### src/rtl/bus_arbiter_4x1_pkg.sv
// Shared types and constants for the 4-requester bus arbiter.
package bus_arbiter_4x1_pkg;

    localparam int unsigned N_REQ = 4;
    localparam int unsigned IDX_W = 2;

    // Requester slots on the shared memory port
    localparam int unsigned REQ_IF  = 0;
    localparam int unsigned REQ_MEM = 1;
    localparam int unsigned REQ_VGA = 2;
    localparam int unsigned REQ_DMA = 3;

    typedef enum logic {
        ST_IDLE = 1'b0,
        ST_BUSY = 1'b1
    } state_e;

    // Binary requester index to one-hot grant vector
    function automatic logic [N_REQ-1:0] idx_onehot(input logic [IDX_W-1:0] idx);
        return N_REQ'(1) << idx;
    endfunction

endpackage

### src/rtl/rr_pick4.sv
// Round-robin picker: first set request scanning last+1, last+2, ... modulo 4.
module rr_pick4
    import bus_arbiter_4x1_pkg::*;
(
    input  logic [N_REQ-1:0] req_i,
    input  logic [IDX_W-1:0] last_i,
    output logic [IDX_W-1:0] idx_o,
    output logic             any_o
);

    logic [IDX_W-1:0] cand;

    // Scan from the farthest offset down so the nearest requester after last wins
    always_comb begin
        idx_o = '0;
        cand  = '0;
        any_o = |req_i;
        for (int k = int'(N_REQ); k >= 1; k--) begin
            cand = last_i + IDX_W'(k);
            if (req_i[cand]) begin
                idx_o = cand;
            end
        end
    end

endmodule

### src/rtl/bus_arbiter_4x1.sv
// Round-robin owner of the shared 32-bit slave port: grant, wait ready, ack, release.
module bus_arbiter_4x1
    import bus_arbiter_4x1_pkg::*;
#(
    parameter int unsigned TIMEOUT = 16,
    parameter int unsigned CNT_W   = 8
) (
    input  logic             clk_i,
    input  logic             rst_i,
    input  logic [N_REQ-1:0] req_i,
    input  logic [N_REQ-1:0] lock_i,
    input  logic             slave_ready_i,
    output logic [N_REQ-1:0] grant_o,
    output logic [IDX_W-1:0] sel_o,
    output logic             busy_o,
    output logic             slave_req_o,
    output logic [N_REQ-1:0] ack_o,
    output logic [N_REQ-1:0] err_o
);

    localparam logic             TO_EN   = (TIMEOUT != 0);
    localparam logic [CNT_W-1:0] TO_LAST = CNT_W'(TIMEOUT - 1);

    state_e             state_q, state_d;
    logic [N_REQ-1:0]   grant_q, grant_d;
    logic [IDX_W-1:0]   sel_q,   sel_d;
    logic               busy_q,  busy_d;
    logic [N_REQ-1:0]   err_q,   err_d;
    logic [CNT_W-1:0]   cnt_q,   cnt_d;
    logic [IDX_W-1:0]   last_q,  last_d;

    logic [IDX_W-1:0]   pick_idx;
    logic               pick_any;
    logic               in_busy;
    logic               owner_req;
    logic               owner_lock;

    rr_pick4 u_pick (
        .req_i  (req_i),
        .last_i (last_q),
        .idx_o  (pick_idx),
        .any_o  (pick_any)
    );

    assign in_busy    = (state_q == ST_BUSY);
    assign owner_req  = req_i[sel_q];
    assign owner_lock = lock_i[sel_q];

    // Ack only for a still-requesting owner; a reset cycle completes nothing
    assign ack_o       = (in_busy && owner_req && slave_ready_i && !rst_i) ? grant_q : '0;
    assign slave_req_o = in_busy & (|(grant_q & req_i));

    assign grant_o = grant_q;
    assign sel_o   = sel_q;
    assign busy_o  = busy_q;
    assign err_o   = err_q;

    // Next-state: arbitrate in IDLE, sequence abandon / ready / timeout in BUSY
    always_comb begin
        state_d = state_q;
        grant_d = grant_q;
        sel_d   = sel_q;
        busy_d  = busy_q;
        err_d   = '0;
        cnt_d   = cnt_q;
        last_d  = last_q;

        unique case (state_q)
            ST_IDLE: begin
                if (pick_any) begin
                    state_d = ST_BUSY;
                    grant_d = idx_onehot(pick_idx);
                    sel_d   = pick_idx;
                    busy_d  = 1'b1;
                    cnt_d   = '0;
                end
            end
            ST_BUSY: begin
                if (!owner_req || (slave_ready_i && !owner_lock) ||
                    (!slave_ready_i && TO_EN && (cnt_q == TO_LAST))) begin
                    state_d = ST_IDLE;
                    grant_d = '0;
                    busy_d  = 1'b0;
                    cnt_d   = '0;
                    last_d  = sel_q;
                    if (owner_req && !slave_ready_i) begin
                        err_d = grant_q;
                    end
                end else if (slave_ready_i) begin
                    cnt_d = '0;
                end else if (cnt_q != '1) begin
                    cnt_d = cnt_q + CNT_W'(1);
                end
            end
            default: begin
                state_d = ST_IDLE;
            end
        endcase
    end

    // State and output registers with synchronous reset
    always_ff @(posedge clk_i) begin
        if (rst_i) begin
            state_q <= ST_IDLE;
            grant_q <= '0;
            sel_q   <= '0;
            busy_q  <= 1'b0;
            err_q   <= '0;
            cnt_q   <= '0;
            last_q  <= IDX_W'(N_REQ - 1);
        end else begin
            state_q <= state_d;
            grant_q <= grant_d;
            sel_q   <= sel_d;
            busy_q  <= busy_d;
            err_q   <= err_d;
            cnt_q   <= cnt_d;
            last_q  <= last_d;
        end
    end

    // Structural invariants of the grant/ack/err outputs
    a_grant_onehot0 : assert property (@(posedge clk_i) disable iff (rst_i)
        $onehot0(grant_o)) else $error("grant not one-hot or zero");
    a_sel_matches   : assert property (@(posedge clk_i) disable iff (rst_i)
        busy_o |-> (grant_o == idx_onehot(sel_o))) else $error("sel disagrees with grant");
    a_ack_err_excl  : assert property (@(posedge clk_i)
        !((|ack_o) && (|err_o))) else $error("ack and err together");
    a_err_after_busy: assert property (@(posedge clk_i) disable iff (rst_i)
        (|err_o) |-> (!busy_o && $past(busy_o))) else $error("err outside BUSY exit");

endmodule
### config.mk
export PLATFORM = sky130hd
export DESIGN_NAME = bus_arbiter_4x1
export DESIGN_NICKNAME = d
export VERILOG_FILES = /design/src/rtl/bus_arbiter_4x1_pkg.sv /design/src/rtl/rr_pick4.sv /design/src/rtl/bus_arbiter_4x1.sv
export SDC_FILE = /design/constraint.sdc
export NUM_CORES = 1
export LEC_CHECK = 0
export CAP_MARGIN = 10
export CORE_ASPECT_RATIO = 0.6
export CORE_UTILIZATION = 48
export DETAILED_ROUTE_END_ITERATION = 8
export PLACE_DENSITY = 0.8
export SYNTH_ARGS = -nofsm -noshare
export SYNTH_HDL_FRONTEND = slang
export SYNTH_SLANG_ARGS = --single-unit
### constraint.sdc
create_clock -name clk_i -period 2.23 [get_ports clk_i]
set_input_delay 0.446 -clock clk_i [delete_from_list [all_inputs] [get_ports clk_i]]
set_output_delay 0.446 -clock clk_i [all_outputs]
set_load 0.005 [all_outputs]
==> impl_metrics.py <==
metrics = {
    "run_status": {
        "status": "complete, no violations",
    },
    "setup_path": {
        "cp-end-kind": "output port",
        "reg2reg_depth": 8,
        "crit_fanout": 4,
        "path_class": "in2out",
        "startpoint_type": "input pin",
        "required_ns": 1.78,
        "crit_arrival_ns": 1.75,
    },
    "timing": {
        "drv_slew": 0,
        "finClkSkew_ns": 0.001999,
        "period_share_pct": 98.28,
        "hold-worst-slack_ns": 0.5127,
        "worst_pin_slew_ns": 0.4796,
        "timing.fmax_mhz": 456.3,
        "setup_violations": 0,
        "finalHoldViolations": 0,
        "period_needed_ns": 2.192,
        "slew_headroom_pct": 67.75,
    },
    "logic_synthesis": {
        "yosys_warnings": 0,
        "ys_seq_area_share_pct": 38.14,
        "yosys.area.top_type": "dfxtp_1",
        "synthTopCellsByArea": "dfxtp_1 (38%), a21oi_1 (6.9%), and2_1 (4.3%)",
        "synthDominantCellAreaShare_pct": 38.14,
        "synthFlopType": "dfxtp_1",
        "synthCells": 139,
        "synth_edf_count": 0,
        "synth.avg_cell_area_um2": 8.308,
        "async_flop_share_pct": 0,
        "yosysUniqueCellTypes": 42,
        "netlist_area_um2": 1155,
        "ys_seq_elements": 22,
        "yosys.cell_count.top_type": "dfxtp_1",
        "synthTopCellsByCount": "dfxtp_1 (22), a21oi_1 (16), nor2_1 (12), nor3_1 (10), nand2_1 (9)",
        "synth_fp_nets": 151,
    },
    "clocking": {
        "cts_buffer_depth": 2,
        "clockRootBuffer": "clkbuf_8",
        "cts_max_level": 1,
        "cts_tree": "built",
        "numCtsBuffers": 3,
        "path_clk_slew_ns": 0.08,
        "clk_latency_ns": 0.27,
        "cts_sinks": 22,
        "holdBufCountCts": 0,
    },
    "grt": {
        "grt_pass1_vias": 1074,
        "grt_pass1_wl_um": 5050,
        "antenna_found_initial": 0,
        "grt_max_degree": 22,
        "grt_util_all_layers_pct": 26.67,
        "overflow": 0,
    },
    "routing": {
        "top_layer_used": "met4",
        "wl_met3_um": 242,
        "wl_met1_um": 1425,
        "dr.pass1.iters": 4,
        "avgRoutedWirePerCell_um": 14.79,
        "drtIter0Drc": 64,
        "ant_nets": 0,
        "vias": 1250,
        "vias_per_cell": 5.814,
        "drc_errors": 0,
        "wl_met2_um": 1484,
        "drt_wl_total_um": 3180,
    },
    "floorplan": {
        "core_um2": 2212,
        "die-height_um": 40.00,
        "io_pins": 27,
        "die_w_um": 65.33,
        "initial_utilization_pct": 52.21,
        "design.die.area_um2": 2613,
        "rows": 13,
    },
    "finish": {
        "final_core_util_pct": 74.83,
        "antenna_cells": 0,
        "final.fill_count": 179,
        "nNetsFinal": 198,
        "syn2layout_area_growth_pct": 43.34,
        "drive_gt1_share_pct": 19.46,
    },
    "power": {
        "power_density_nw_per_um2": 632.5,
        "leakage_nw": 0.6454,
        "total_power_w": 0.001047,
        "ir_worst_vdd_mv": 0.5142,
    },
    "placement": {
        "routabilityCongestion": 0.8038,
        "dp_hpwl_um": 2388,
        "portBuffers": 26,
    },
    "flow_run": {
        "maxCapViolations": 0,
    },
    "hold_path": {
        "min_path_cells": 2,
        "hold_class": "reg2reg",
    },
}
report_power, final:
part	leakage [nW]	switching, W	internal, W	total (W)
sequential	0.179	0.0000235	0.000414	0.000438
clock	0.0357	0.000135	0.000240	0.000375
combinational	0.431	0.000107	0.000128	0.000235
total	0.645	0.000265	0.000782	0.00105
kinds of logic (layout without fill, tap and decap cells):
logic type,count (synthesis),after routing,synth area share [%]
flip-flops,22,22,38.14
adder cells (fa/ha/maj),1,1,1.083
AND/OR/NAND/NOR,64,64,29.90
buffers and inverters,9,55,3.683
AO/OA/AOI/OAI,39,39,22.43
multiplexers,4,4,4.767
registers in the layout, summed over array words and instances (netlist names):
signal / flops
busy_o: 1
cnt_q: 8
err_o: 4
grant_o: 4
in_busy: 1
last_q: 2
sel_o: 2
what timing repair did:
action | 4_1_cts | 5_1_grt
endpoints found under the setup margin | 5 | 2
buffers inserted | 1 | 2
pin swaps | 1 | 1
hold endpoints to repair | 0 | 0
resized for setup | 12 | 1
path summary, 6_finish.rpt:
path | startpoint | endpoint | slack, ns
worst max-delay path | req_i[3] | ack_o[3] | 0.04
worst min-delay path | busy_o | busy_o | 0.51
worst max register to register | sel_o[0] | cnt_q[3] | 0.25
worst min register to register | busy_o | busy_o | 0.51
cell type report:
type | instances | area, um2 | share of cell area [%]
multi-input cells | 108 | 679.4 | 41.04
clock buffers | 3 | 41.29 | 2.494
clock inverters | 1 | 30.03 | 1.814
repair buffers | 47 | 411.6 | 24.87
flip-flops and latches | 22 | 440.4 | 26.61
inverters | 4 | 15.01 | 0.9070
well taps | 30 | 37.54 | 2.268
layer usage:
layer | global-route usage [%] | vias up
met5 | 0 | -
li1 | - | 601
met2 | 47.68 | 58
met4 | 4.348 | 0
met1 | 34.25 | 586
met3 | 6.250 | 5
through the flow:
stage | area [um2] | worst slack (ns) | TNS, ns | std cells
4_1_cts | 1639 | 0.05447 | 0 | 213
3_3_place_gp | 1560 | -0.3370 | -1.401 | 208
3_5_place_dp | 1560 | -0.4082 | -1.673 | 208
2_1_floorplan | 1155 | 0.5005 | 0 | 139
6_report | 1655 | 0.03837 | 0 | 215
5_1_grt | 1655 | -0.01376 | -0.01376 | 215
layout by cell type (no fill, tap or decap), types with 3 or more instances in the layout:
master	synthesis	final
dfxtp_1	22	22
and2_1	8	8
dlygate4sd2_1	0	5
nor2_1	12	12
inv_1	4	4
nor3_1	10	9
nand2_1	9	8
nor2b_1	3	3
nand2b_1	5	5
clkbuf_8	0	3
nand3_1	4	4
a21oi_1	16	16
buf_4	0	21
o21ai_0	3	3
a31oi_1	3	3
clkdlybuf4s15_1	0	3
clkdlybuf4s50_1	0	18
a22oi_1	3	3
worst max-delay path, stage by stage:
cell,delay [ns]
dlygate4sd2_1,0.25
mux4_2,0.50
nand2_2,0.11
nor3_2,0.05
and2_1,0.14
dlygate4sd2_1,0.25
(Power assumes the default switching activity.)
